[src/rtl/alu_shift_pipe_if.sv]
// Issue/result bus of the alu_shift_pipe execute unit.
// master = issuing/consuming side, slave = the execute unit itself.
interface alu_shift_pipe_if #(
  parameter int DATA_W = 32,
  parameter int AMT_W  = 8,
  parameter int IMM_W  = 5
);
  logic              in_valid;
  logic              in_ready;
  logic [4:0]        op;
  logic              s_en;
  logic              imm_en;
  logic [1:0]        stype;
  logic [DATA_W-1:0] rn;
  logic [DATA_W-1:0] rm;
  logic [AMT_W-1:0]  rs;
  logic [IMM_W-1:0]  imm_shift;
  logic              flag_ld;
  logic [3:0]        flag_ld_val;
  logic              out_valid;
  logic              out_ready;
  logic [DATA_W-1:0] rd;
  logic              rd_we;
  logic              out_n;
  logic              out_z;
  logic              out_c;
  logic              out_v;

  modport master (
    output in_valid, op, s_en, imm_en, stype, rn, rm, rs, imm_shift,
           flag_ld, flag_ld_val, out_ready,
    input  in_ready, out_valid, rd, rd_we, out_n, out_z, out_c, out_v
  );

  modport slave (
    input  in_valid, op, s_en, imm_en, stype, rn, rm, rs, imm_shift,
           flag_ld, flag_ld_val, out_ready,
    output in_ready, out_valid, rd, rd_we, out_n, out_z, out_c, out_v
  );
endinterface

[src/rtl/alu_shift_pipe.sv]
// Two-stage execute unit: stage 1 = barrel shifter, stage 2 = ALU + NZCV.
// Elastic valid/ready pipeline, one issue per cycle, two-cycle latency.
// Optional rotate (stype=11) is built only when ALU_ROR_EN is defined;
// otherwise stype=11 passes rm through with the carry kept.
module alu_shift_pipe #(
  parameter int DATA_W = 32,
  parameter int AMT_W  = 8,
  parameter int IMM_W  = 5
) (
  input  logic             clk,
  input  logic             rst,
  alu_shift_pipe_if.slave  bus
);
  localparam int N_W = ((AMT_W > IMM_W) ? AMT_W : IMM_W) + 1;
  localparam logic [N_W-1:0] N_DW = N_W'(DATA_W);
  localparam int MSB = DATA_W - 1;

  localparam logic [4:0] OP_ADD = 5'h00;
  localparam logic [4:0] OP_ADC = 5'h01;
  localparam logic [4:0] OP_SUB = 5'h02;
  localparam logic [4:0] OP_SBC = 5'h03;
  localparam logic [4:0] OP_AND = 5'h04;
  localparam logic [4:0] OP_ORR = 5'h05;
  localparam logic [4:0] OP_EOR = 5'h06;
  localparam logic [4:0] OP_BIC = 5'h07;
  localparam logic [4:0] OP_MOV = 5'h08;

  logic [N_W-1:0]    n;
  logic [IMM_W-1:0]  sh;
  logic [IMM_W-1:0]  idx_lsl;
  logic [IMM_W-1:0]  idx_lsr;
  logic [DATA_W-1:0] sh_res;
  logic              sh_c;
  logic              sh_keep;

  logic              s1_valid;
  logic [4:0]        s1_op;
  logic              s1_s_en;
  logic [DATA_W-1:0] s1_rn;
  logic [DATA_W-1:0] s1_op2;
  logic              s1_sh_c;
  logic              s1_keep;

  logic              s2_adv;
  logic [3:0]        nzcv;
  logic              legal;
  logic              c_eff;
  logic [DATA_W-1:0] b_opnd;
  logic              cin;
  logic [DATA_W:0]   sum;
  logic [DATA_W-1:0] alu_res;
  logic              alu_c;
  logic              alu_v;

  assign s2_adv       = !bus.out_valid || bus.out_ready;
  assign bus.in_ready = !s1_valid || s2_adv;
  assign {bus.out_n, bus.out_z, bus.out_c, bus.out_v} = nzcv;

  // Stage 1: shift amount select and barrel shifter with carry-out.
  always_comb begin
    n       = bus.imm_en ? N_W'(bus.imm_shift) : N_W'(bus.rs);
    sh      = n[IMM_W-1:0];
    idx_lsl = IMM_W'(0) - sh;
    idx_lsr = sh - IMM_W'(1);
    sh_res  = bus.rm;
    sh_c    = 1'b0;
    sh_keep = 1'b1;
    if (n != '0) begin
      sh_keep = 1'b0;
      case (bus.stype)
        2'b00: begin
          if (n < N_DW) begin
            sh_res = bus.rm << sh;
            sh_c   = bus.rm[idx_lsl];
          end else begin
            sh_res = '0;
            sh_c   = (n == N_DW) ? bus.rm[0] : 1'b0;
          end
        end
        2'b01: begin
          if (n < N_DW) begin
            sh_res = bus.rm >> sh;
            sh_c   = bus.rm[idx_lsr];
          end else begin
            sh_res = '0;
            sh_c   = (n == N_DW) ? bus.rm[MSB] : 1'b0;
          end
        end
        2'b10: begin
          if (n < N_DW) begin
            sh_res = $signed(bus.rm) >>> sh;
            sh_c   = bus.rm[idx_lsr];
          end else begin
            sh_res = {DATA_W{bus.rm[MSB]}};
            sh_c   = bus.rm[MSB];
          end
        end
        2'b11: begin
`ifdef ALU_ROR_EN
          // sh = n mod DATA_W; sh = 0 collapses to rm with carry = rm MSB.
          sh_res = (bus.rm >> sh) | (bus.rm << idx_lsl);
          sh_c   = sh_res[MSB];
`else
          sh_keep = 1'b1;
`endif
        end
      endcase
    end
  end

  // Stage 1 register: capture shifter output on accept, hold on stall.
  always_ff @(posedge clk or negedge rst) begin
    if (!rst) begin
      s1_valid <= 1'b0;
      s1_op    <= '0;
      s1_s_en  <= 1'b0;
      s1_rn    <= '0;
      s1_op2   <= '0;
      s1_sh_c  <= 1'b0;
      s1_keep  <= 1'b0;
    end else if (bus.in_ready) begin
      s1_valid <= bus.in_valid;
      if (bus.in_valid) begin
        s1_op    <= bus.op;
        s1_s_en  <= bus.s_en;
        s1_rn    <= bus.rn;
        s1_op2   <= sh_res;
        s1_sh_c  <= sh_c;
        s1_keep  <= sh_keep;
      end
    end
  end

  // Stage 2: ALU. A kept shifter carry resolves against the live C flag,
  // which already reflects any older flag-setting op (program order).
  always_comb begin
    legal   = (s1_op <= OP_MOV);
    c_eff   = s1_keep ? nzcv[1] : s1_sh_c;
    b_opnd  = s1_op2;
    cin     = 1'b0;
    case (s1_op)
      OP_ADC: cin = nzcv[1];
      OP_SUB: begin b_opnd = ~s1_op2; cin = 1'b1;    end
      OP_SBC: begin b_opnd = ~s1_op2; cin = nzcv[1]; end
      default: ;
    endcase
    sum     = {1'b0, s1_rn} + {1'b0, b_opnd} + {{DATA_W{1'b0}}, cin};
    alu_res = sum[MSB:0];
    alu_c   = sum[DATA_W];
    alu_v   = (s1_rn[MSB] == b_opnd[MSB]) && (alu_res[MSB] != s1_rn[MSB]);
    case (s1_op)
      OP_ADD, OP_ADC, OP_SUB, OP_SBC: ;
      default: begin
        alu_c = c_eff;
        alu_v = nzcv[0];
        case (s1_op)
          OP_AND:  alu_res = s1_rn & s1_op2;
          OP_ORR:  alu_res = s1_rn | s1_op2;
          OP_EOR:  alu_res = s1_rn ^ s1_op2;
          OP_BIC:  alu_res = s1_rn & ~s1_op2;
          OP_MOV:  alu_res = s1_op2;
          default: alu_res = '0;
        endcase
      end
    endcase
  end

  // Stage 2 register and NZCV: outputs are driven straight from here.
  always_ff @(posedge clk or negedge rst) begin
    if (!rst) begin
      bus.out_valid <= 1'b0;
      bus.rd        <= '0;
      bus.rd_we     <= 1'b0;
      nzcv          <= 4'b0000;
    end else begin
      if (s2_adv) begin
        bus.out_valid <= s1_valid;
        if (s1_valid) begin
          bus.rd    <= legal ? alu_res : '0;
          bus.rd_we <= legal;
        end
      end
      if (bus.flag_ld)
        nzcv <= bus.flag_ld_val;
      else if (s2_adv && s1_valid && s1_s_en && legal)
        nzcv <= {alu_res[MSB], (alu_res == '0), alu_c, alu_v};
    end
  end
endmodule

[src/flat_wrapper.sv]
// flat-port wrapper written by rule: the top's interface ports become plain ports
module alu_shift_pipe_flat 
#(
  parameter int DATA_W = 32,
  parameter int AMT_W  = 8,
  parameter int IMM_W  = 5
)
  (clk, rst, bus_in_valid, bus_op, bus_s_en, bus_imm_en, bus_stype, bus_rn, bus_rm, bus_rs, bus_imm_shift, bus_flag_ld, bus_flag_ld_val, bus_out_ready, bus_in_ready, bus_out_valid, bus_rd, bus_rd_we, bus_out_n, bus_out_z, bus_out_c, bus_out_v);
  alu_shift_pipe_if #(.DATA_W(DATA_W), .AMT_W(AMT_W), .IMM_W(IMM_W)) bus_i ();
  input  logic clk;
  input  logic rst;
  input wire logic [$bits(bus_i.in_valid)-1:0] bus_in_valid;
  input wire logic [$bits(bus_i.op)-1:0] bus_op;
  input wire logic [$bits(bus_i.s_en)-1:0] bus_s_en;
  input wire logic [$bits(bus_i.imm_en)-1:0] bus_imm_en;
  input wire logic [$bits(bus_i.stype)-1:0] bus_stype;
  input wire logic [$bits(bus_i.rn)-1:0] bus_rn;
  input wire logic [$bits(bus_i.rm)-1:0] bus_rm;
  input wire logic [$bits(bus_i.rs)-1:0] bus_rs;
  input wire logic [$bits(bus_i.imm_shift)-1:0] bus_imm_shift;
  input wire logic [$bits(bus_i.flag_ld)-1:0] bus_flag_ld;
  input wire logic [$bits(bus_i.flag_ld_val)-1:0] bus_flag_ld_val;
  input wire logic [$bits(bus_i.out_ready)-1:0] bus_out_ready;
  output wire logic [$bits(bus_i.in_ready)-1:0] bus_in_ready;
  output wire logic [$bits(bus_i.out_valid)-1:0] bus_out_valid;
  output wire logic [$bits(bus_i.rd)-1:0] bus_rd;
  output wire logic [$bits(bus_i.rd_we)-1:0] bus_rd_we;
  output wire logic [$bits(bus_i.out_n)-1:0] bus_out_n;
  output wire logic [$bits(bus_i.out_z)-1:0] bus_out_z;
  output wire logic [$bits(bus_i.out_c)-1:0] bus_out_c;
  output wire logic [$bits(bus_i.out_v)-1:0] bus_out_v;
  assign bus_i.in_valid = bus_in_valid;
  assign bus_i.op = bus_op;
  assign bus_i.s_en = bus_s_en;
  assign bus_i.imm_en = bus_imm_en;
  assign bus_i.stype = bus_stype;
  assign bus_i.rn = bus_rn;
  assign bus_i.rm = bus_rm;
  assign bus_i.rs = bus_rs;
  assign bus_i.imm_shift = bus_imm_shift;
  assign bus_i.flag_ld = bus_flag_ld;
  assign bus_i.flag_ld_val = bus_flag_ld_val;
  assign bus_i.out_ready = bus_out_ready;
  assign bus_in_ready = bus_i.in_ready;
  assign bus_out_valid = bus_i.out_valid;
  assign bus_rd = bus_i.rd;
  assign bus_rd_we = bus_i.rd_we;
  assign bus_out_n = bus_i.out_n;
  assign bus_out_z = bus_i.out_z;
  assign bus_out_c = bus_i.out_c;
  assign bus_out_v = bus_i.out_v;
  alu_shift_pipe #(.DATA_W(DATA_W), .AMT_W(AMT_W), .IMM_W(IMM_W)) u_core (.clk(clk), .rst(rst), .bus(bus_i));
endmodule
[config.mk]
export PLATFORM = sky130hd
export DESIGN_NAME = alu_shift_pipe_flat
export DESIGN_NICKNAME = d
export VERILOG_FILES = /design/src/rtl/alu_shift_pipe_if.sv /design/src/rtl/alu_shift_pipe.sv /design/src/flat_wrapper.sv
export SDC_FILE = /design/constraint.sdc
export NUM_CORES = 1
export LEC_CHECK = 0
export ABC_AREA = 1
export ABC_CLOCK_PERIOD_IN_PS = 4800
export CAP_MARGIN = 20
export CORE_MARGIN = 1.5
export CORE_UTILIZATION = 30
export CTS_CLUSTER_DIAMETER = 40
export CTS_CLUSTER_SIZE = 12
export DETAILED_ROUTE_END_ITERATION = 6
export PLACE_DENSITY_LB_ADDON = 0.1
export SLEW_MARGIN = 20
export SYNTH_ARGS = -nofsm -noshare
export SYNTH_HDL_FRONTEND = slang
export SYNTH_SLANG_ARGS = --single-unit
[constraint.sdc]
create_clock -name clk -period 4.8 [get_ports clk]
set_input_delay 0.96 -clock clk [delete_from_list [all_inputs] [get_ports clk]]
set_output_delay 0.96 -clock clk [all_outputs]
set_load 0.1 [all_outputs]
### Yosys cells after proc, flatten, opt, wreduce, memory -nomap -nowiden

Index checks and enable logic that the tools add are counted.

* logic and storage cells: 94
* bits in registers: 111
* input bits: 95
* output and inout bits: 39

* shift operators: 3
* bitwise logic cells: 5
* order comparisons: 4
* reductions and logical operators: 21
* multiplexer cells: 29
* eq/ne operators: 15
* add/sub/neg operators: 4

Operators with widths (number)
* 2-to-1 mux 32 bit: 7
* case mux 32 bit (5 select lines): 1
* case mux 32 bit (3 select lines): 1
* bitwise AND 32 bit: 2
* adder 32 x 32 -> 33 bit: 1
* adder 33 x 1 -> 33 bit: 1
* logical NOT 32 bit: 1
* inverter 32 bit: 1
* bitwise OR 32 bit: 1
* left shift 32 x 5 -> 32 bit: 1
* right shift 32 x 5 -> 32 bit: 1
* >>> shifter 32 x 5 -> 32 bit: 1
* bitwise XOR 32 bit: 1
* equality test 5 x 3 -> 1 bit, second input constant: 4
* 2-to-1 mux 1 bit: 13
* < comparator 5 x 6 -> 1 bit, second input constant: 2
* binary-select mux 1 bit (select 5 bit): 2
* equality test 5 x 2 -> 1 bit, second input constant: 2
* equality test 9 x 6 -> 1 bit, second input constant: 1
* < comparator 9 x 6 -> 1 bit, second input constant: 1
* nonzero test 9 bit: 1
* 2-to-1 mux 4 bit: 2
* 2-to-1 mux 8 bit: 1
* AND reduction 2 bit: 4
* 20 further kinds: 28

### Depth between registers and ports, before layout

* depth after elaboration: 10
* gate-level depth with buffers: 28
* depth with buffers taken out: 25

### Worst setup path before layout

Ideal clock, no wire load.

* path kind: register to register
* start point: register u_core.s1_op[3]
* end point: register u_core.nzcv[2]
* arrival time: 3392 ps
* cell stages (with the launch flop): 29
* slack: 1343 ps
* required time: 4735 ps
* period minus slack after synthesis: 3457 ps
* path buffers: 3
* cell sequence: dfrtp_1 > nor2_1 > nand2_1 > inv_1 > buf_2 > buf_2 > nand2_1 > buf_2 > xor2_1 > fa_1 > inv_1 > fa_1 > inv_1 > nand2_1 > nand2_1 > nand3_1 > nand2_1 > nand2_1 > nand2_1 > nand2_1 > nand3_1 > nand2_1 > nor2_1 > nand2_1 > nor2_1 > nand2_1 > nor2_1 > nand3_1 > nand2_1

* word-level cells in the longest chain between the ends: 9
* elaborated cells on any way between the ends: 24
* classes of those cells: add/sub (2); order compare (1); eq/ne (8); mux (6); reduce/logical (7)

Ends and longest elaborated chain
* start: declaration: RTL line alu_shift_pipe.sv:37 `logic [4:0] s1_op;`
* start signal: assignment: RTL line alu_shift_pipe.sv:124 `s1_op <= bus.op;`
* equality test 5 x 2 -> 1 bit: RTL line alu_shift_pipe.sv:141, alu_shift_pipe.sv:151
* OR reduction 2 bit (no source line)
* 2-to-1 mux 32 bit
* adder 32 x 32 -> 33 bit: RTL line alu_shift_pipe.sv:147 `sum = {1'b0, s1_rn} + {1'b0, b_opnd} + {{DATA_W{1'b0}}, cin};`
* adder 33 x 1 -> 33 bit: RTL line alu_shift_pipe.sv:147
* 2-to-1 mux 32 bit: RTL line alu_shift_pipe.sv:151 `case (s1_op)`
* logical NOT 32 bit: RTL line alu_shift_pipe.sv:186 `nzcv <= {alu_res[MSB], (alu_res == '0), alu_c, alu_v};`
* 2-to-1 mux 4 bit: RTL line alu_shift_pipe.sv:185 `else if (s2_adv && s1_valid && s1_s_en && legal)`
* 2-to-1 mux 4 bit: RTL line alu_shift_pipe.sv:183 `if (bus.flag_ld)`
* end signal: assignment: RTL line alu_shift_pipe.sv:184 `nzcv <= bus.flag_ld_val;`
* end signal: assignment: RTL line alu_shift_pipe.sv:186
* end: declaration: RTL line alu_shift_pipe.sv:45 `logic [3:0] nzcv;`

Parallel ways exist; a longest one is shown, timed or not. The select of a mux whose other input is x is not followed.
A chain may end at the register's enable or synchronous reset.

### Final worst setup path

* start point: input port bus_imm_en
* end point: register u_core.s1_op2[10]

* word-level cells in the longest chain between the ends: 5
* elaborated cells on any way between the ends: 11
* classes of those cells: order compare (1); shift (3); mux (6); reduce/logical (1)

Ends and longest elaborated chain
* start: declaration: RTL line flat_wrapper.sv:15 `input wire logic [$bits(bus_i.imm_en)-1:0] bus_imm_en;`
* 2-to-1 mux 8 bit (*): RTL line alu_shift_pipe.sv:61 `n = bus.imm_en ? N_W'(bus.imm_shift) : N_W'(bus.rs);`
* < comparator 9 x 6 -> 1 bit (tied with other cells): RTL line alu_shift_pipe.sv:72, alu_shift_pipe.sv:81, alu_shift_pipe.sv:90
* 2-to-1 mux 32 bit, on equally long branches: RTL line alu_shift_pipe.sv:90, alu_shift_pipe.sv:72, alu_shift_pipe.sv:81
* case mux 32 bit (3 select lines): RTL line alu_shift_pipe.sv:70 `case (bus.stype)`
* 2-to-1 mux 32 bit (*): RTL line alu_shift_pipe.sv:68 `if (n != '0) begin`
* end signal: assignment: RTL line alu_shift_pipe.sv:127 `s1_op2 <= sh_res;`
* end: declaration: RTL line alu_shift_pipe.sv:40 `logic [DATA_W-1:0] s1_op2;`

Every way passes the cells marked *; elsewhere a longest branch is shown, timed or not.

==> metrics.yaml <==
power_and_ir_drop:
  p_int_mw: 2.54
  power_density_nw_per_um2: 377
  p_sw_frac: 0.564
  seq_power_share: 0.221
  power_frac_comb: 0.648
  leakagePower_nw: 7.60
  p_switching_mw: 3.28
  p_clk_frac: 0.132
  peakVddDrop_mv: 0.229
yosys:
  yosys_warnings: 0
  ys.flop_type: "dfrtp_1"
  yosysSeqAreaShare: 0.211
  synth_seq_cells: 111
  netlist_area_sq_um: 13200
  synth_top_area_share: 0.236
  syn_avg_cell_area_sq_um: 5.79
  yosys-top-cells-area: "nand2_1 (24%), dfrtp_1 (21%), inv_1 (7.3%), ha_1 (6.2%), o21ai_0 (5.0%)"
  synthCells: 2275
  ys_async_sr_fraction: 1.00
  mappedNetlistNets: 2437
  synth_largest_area_cell: "nand2_1"
  synth-edff-count: 0
  yosysUniqueCellTypes: 50
routing:
  num_vias: 15400
  drt-total-wl_microns: 62100
  drt_pass1_iterations: 7
  ant_nets: 0
  via_per_inst: 5.22
  drc_errors: 8
  drtIter0Drc: 1345
  wl_per_cell_microns: 21.0
run:
  maxCapViolCount: 0
global_routing:
  grt_pass1_vias: 14500
  overflow: 0
  grt_pass1_wl_microns: 92000
  groute.usage.overall: 0.276
  antenna_found_initial: 0
  grt_max_degree: 67
clock_network:
  hold_buffers: 0
  post_cts.repair.setup_buffers: 0
  clock_latency_ps: 380
  cts_made_buffers: 9
  cts_tree: "yes"
  clk_pin_slew_ps: 80
  clockBufferDepth: 2
  post_cts_resize_count: 0
  root_buffer: "clkbuf_16"
  numClockSinks: 111
  h-tree-depth: 3
critical_path:
  worstPathRequired_ps: 5080
  path_class: "input port to flop"
  cp-end-kind: "flop"
  cp-start-kind: "input port"
  worst_ep_arrival_time_ps: 4290
  cp_max_fo: 30
floorplan:
  chipHeight_microns: 213
  core_sq_um: 43200
  dieArea_sq_um: 45200
  die_w_microns: 213
  rows: 76
  start_util: 0.305
  io-pin-count: 134
timing:
  timing_hold_violations_final: 0
  relSlewSlack: 0.291
  fin_worst_skew_ps: 10.9
  finalSetupViolations: 0
  tightest_slew_ps: 1060
  rsz0062_at_grt: "no"
  fmax_mhz: 249
  drv_slew: 0
  post-route-period-util: 0.837
  period_needed_ps: 4020
  setup_tns_ps: 0
status:
  run_status: "finished, violations left"
  failed_checks: "design-rule violations"
placed_design:
  dpl.hpwl_microns: 49900
  placed_cell_area_sq_um: 15200
  place_congestion: 1.02
  portBuffers: 133
cells_and_area:
  regArea_sq_um: 2780
  fill_cells: 4973
  final_area_sq_um: 15400
  nNetsFinal: 2528
  antenna_cells: 0
  multi_input_area_sq_um: 8890
  drive_gt1_frac: 0.0489
  areaGrowthSynthToFinish_pct: 17.2
worst_hold_path:
  hp-class: "flop to flop"
-- Yosys cell counts, types with 2 or more instances --
cell	instances
or2_2	3
inv_1	256
buf_4	10
mux2i_1	5
o21ai_4	2
a21oi_1	96
o21a_1	3
nand3b_1	18
nand3_1	127
nand2_2	4
inv_4	2
o21ai_2	12
buf_6	4
xor2_1	57
nor2_1	168
clkinv_1	2
nand2_1	829
clkbuf_1	32
buf_1	9
nor2_2	4
a31oi_1	6
a21o_1	2
nand2_4	2
o2111ai_1	4
dfrtp_1	111
nor2_4	3
o22ai_1	9
nand4_1	12
o211ai_1	32
o21ai_0	131
nor3_1	34
buf_2	40
o21bai_1	3
fa_1	2
a211oi_1	3
o21ai_1	130
o221ai_1	8
ha_1	65
inv_2	18
or2_1	7
-- worst max-delay path, stage by stage --
cell,delay (ps)
clkdlybuf4s50_1,760
nand2_1,170
nand2_4,320
buf_4,270
nand2_1,100
o21ai_0,120
inv_1,90
nand2_1,60
o21ai_1,100
o21ai_0,600
nand2_1,190
nand3_1,120
nand2_1,50
nand3_1,150
nand2_1,90
nand2_1,80
nand2_1,40
-- flip-flops by register name, indices dropped and copies added (netlist names), 4 cells and up --
register and count:
u_core.s1_op2 32, u_core.s1_rn 32, u_core.bus.rd 32, u_core.s1_op 5
u_core.nzcv 4
-- final timing paths --
kind | slack [ps] | to | depth (start not counted) | from
min in group asynchronous | 710 | u_core.bus.rd[0] | 1 | rst
max in group asynchronous | 3260 | u_core.s1_rn[24] | 2 | rst
min reg2reg | 480 | u_core.bus.rd[12] | 2 | u_core.bus.rd[12]
max reg2reg | 970 | u_core.nzcv[2] | 23 | u_core.s1_op[3]
min | 480 | u_core.bus.rd[12] | 2 | u_core.bus.rd[12]
max | 780 | u_core.s1_op2[10] | 17 | bus_imm_en
-- layer usage --
layer	GRT usage	wire length, microns
met5	0	0
met4	0.122	2650
met3	0.0242	3650
met2	0.458	28600
met1	0.364	27100
-- layout by cell type (no fill, tap or decap), types with 11 or more instances in the layout --
master           netlist  final
o21ai_2               12     11
a21oi_1               96     96
o21ai_0              131    131
nor2_1               168    166
o21ai_1              130    130
buf_4                 10     39
dfrtp_1              111    111
inv_1                256    256
clkdlybuf4s50_1        0    131
o211ai_1              32     32
xor2_1                57     57
nand3b_1              18     18
nand3_1              127    127
nand2_1              829    828
ha_1                  65     65
inv_2                 18     18
nand4_1               12     12
nor3_1                34     34
-- power groups by stage --
stage               clock network [mW]  registers [mW]  logic, mW
detailed placement                   0            1.30       3.74
floorplan                            0            2.03       1.85
global placement                     0            1.30       3.73
finish                           0.767            1.28       3.77
global route                     0.833            1.31       4.10
CTS                              0.796            1.29       3.75
-- through the flow --
step	power (mW)	worst slack, ps	cells	hold WS (ps)	util
after floorplan	3.88	1340	2275	449	-
after global placement	5.03	424	2940	462	0.351
after detailed placement	5.04	414	2940	464	0.351
after CTS	5.84	826	2956	486	0.357
after global routing	6.24	496	2956	494	0.357
final	5.82	783	2956	479	0.357
-- cell families (layout without fill, tap and decap cells) --
logic type / after synthesis / count (layout) / synth area share
AND/OR/NAND/NOR: 1214 / 1214 / 0.376
buffers and inverters: 373 / 469 / 0.116
adder cells (fa/ha/maj): 67 / 67 / 0.0648
XOR/XNOR: 58 / 58 / 0.0391
flip-flops: 111 / 111 / 0.211
AO/OA/AOI/OAI: 446 / 446 / 0.189
multiplexers: 6 / 6 / 0.00484
-- cell type report --
class                           instances  share of cell area
Tap cell                              585              0.0474
Sequential cell                       111               0.180
Clock buffer                            9              0.0146
Inverter                              278              0.0679
Clock inverter                          7             0.00357
Timing Repair Buffer                  175               0.110
Multi-Input combinational cell       1791               0.576
Power figures use the tool's default switching activity.
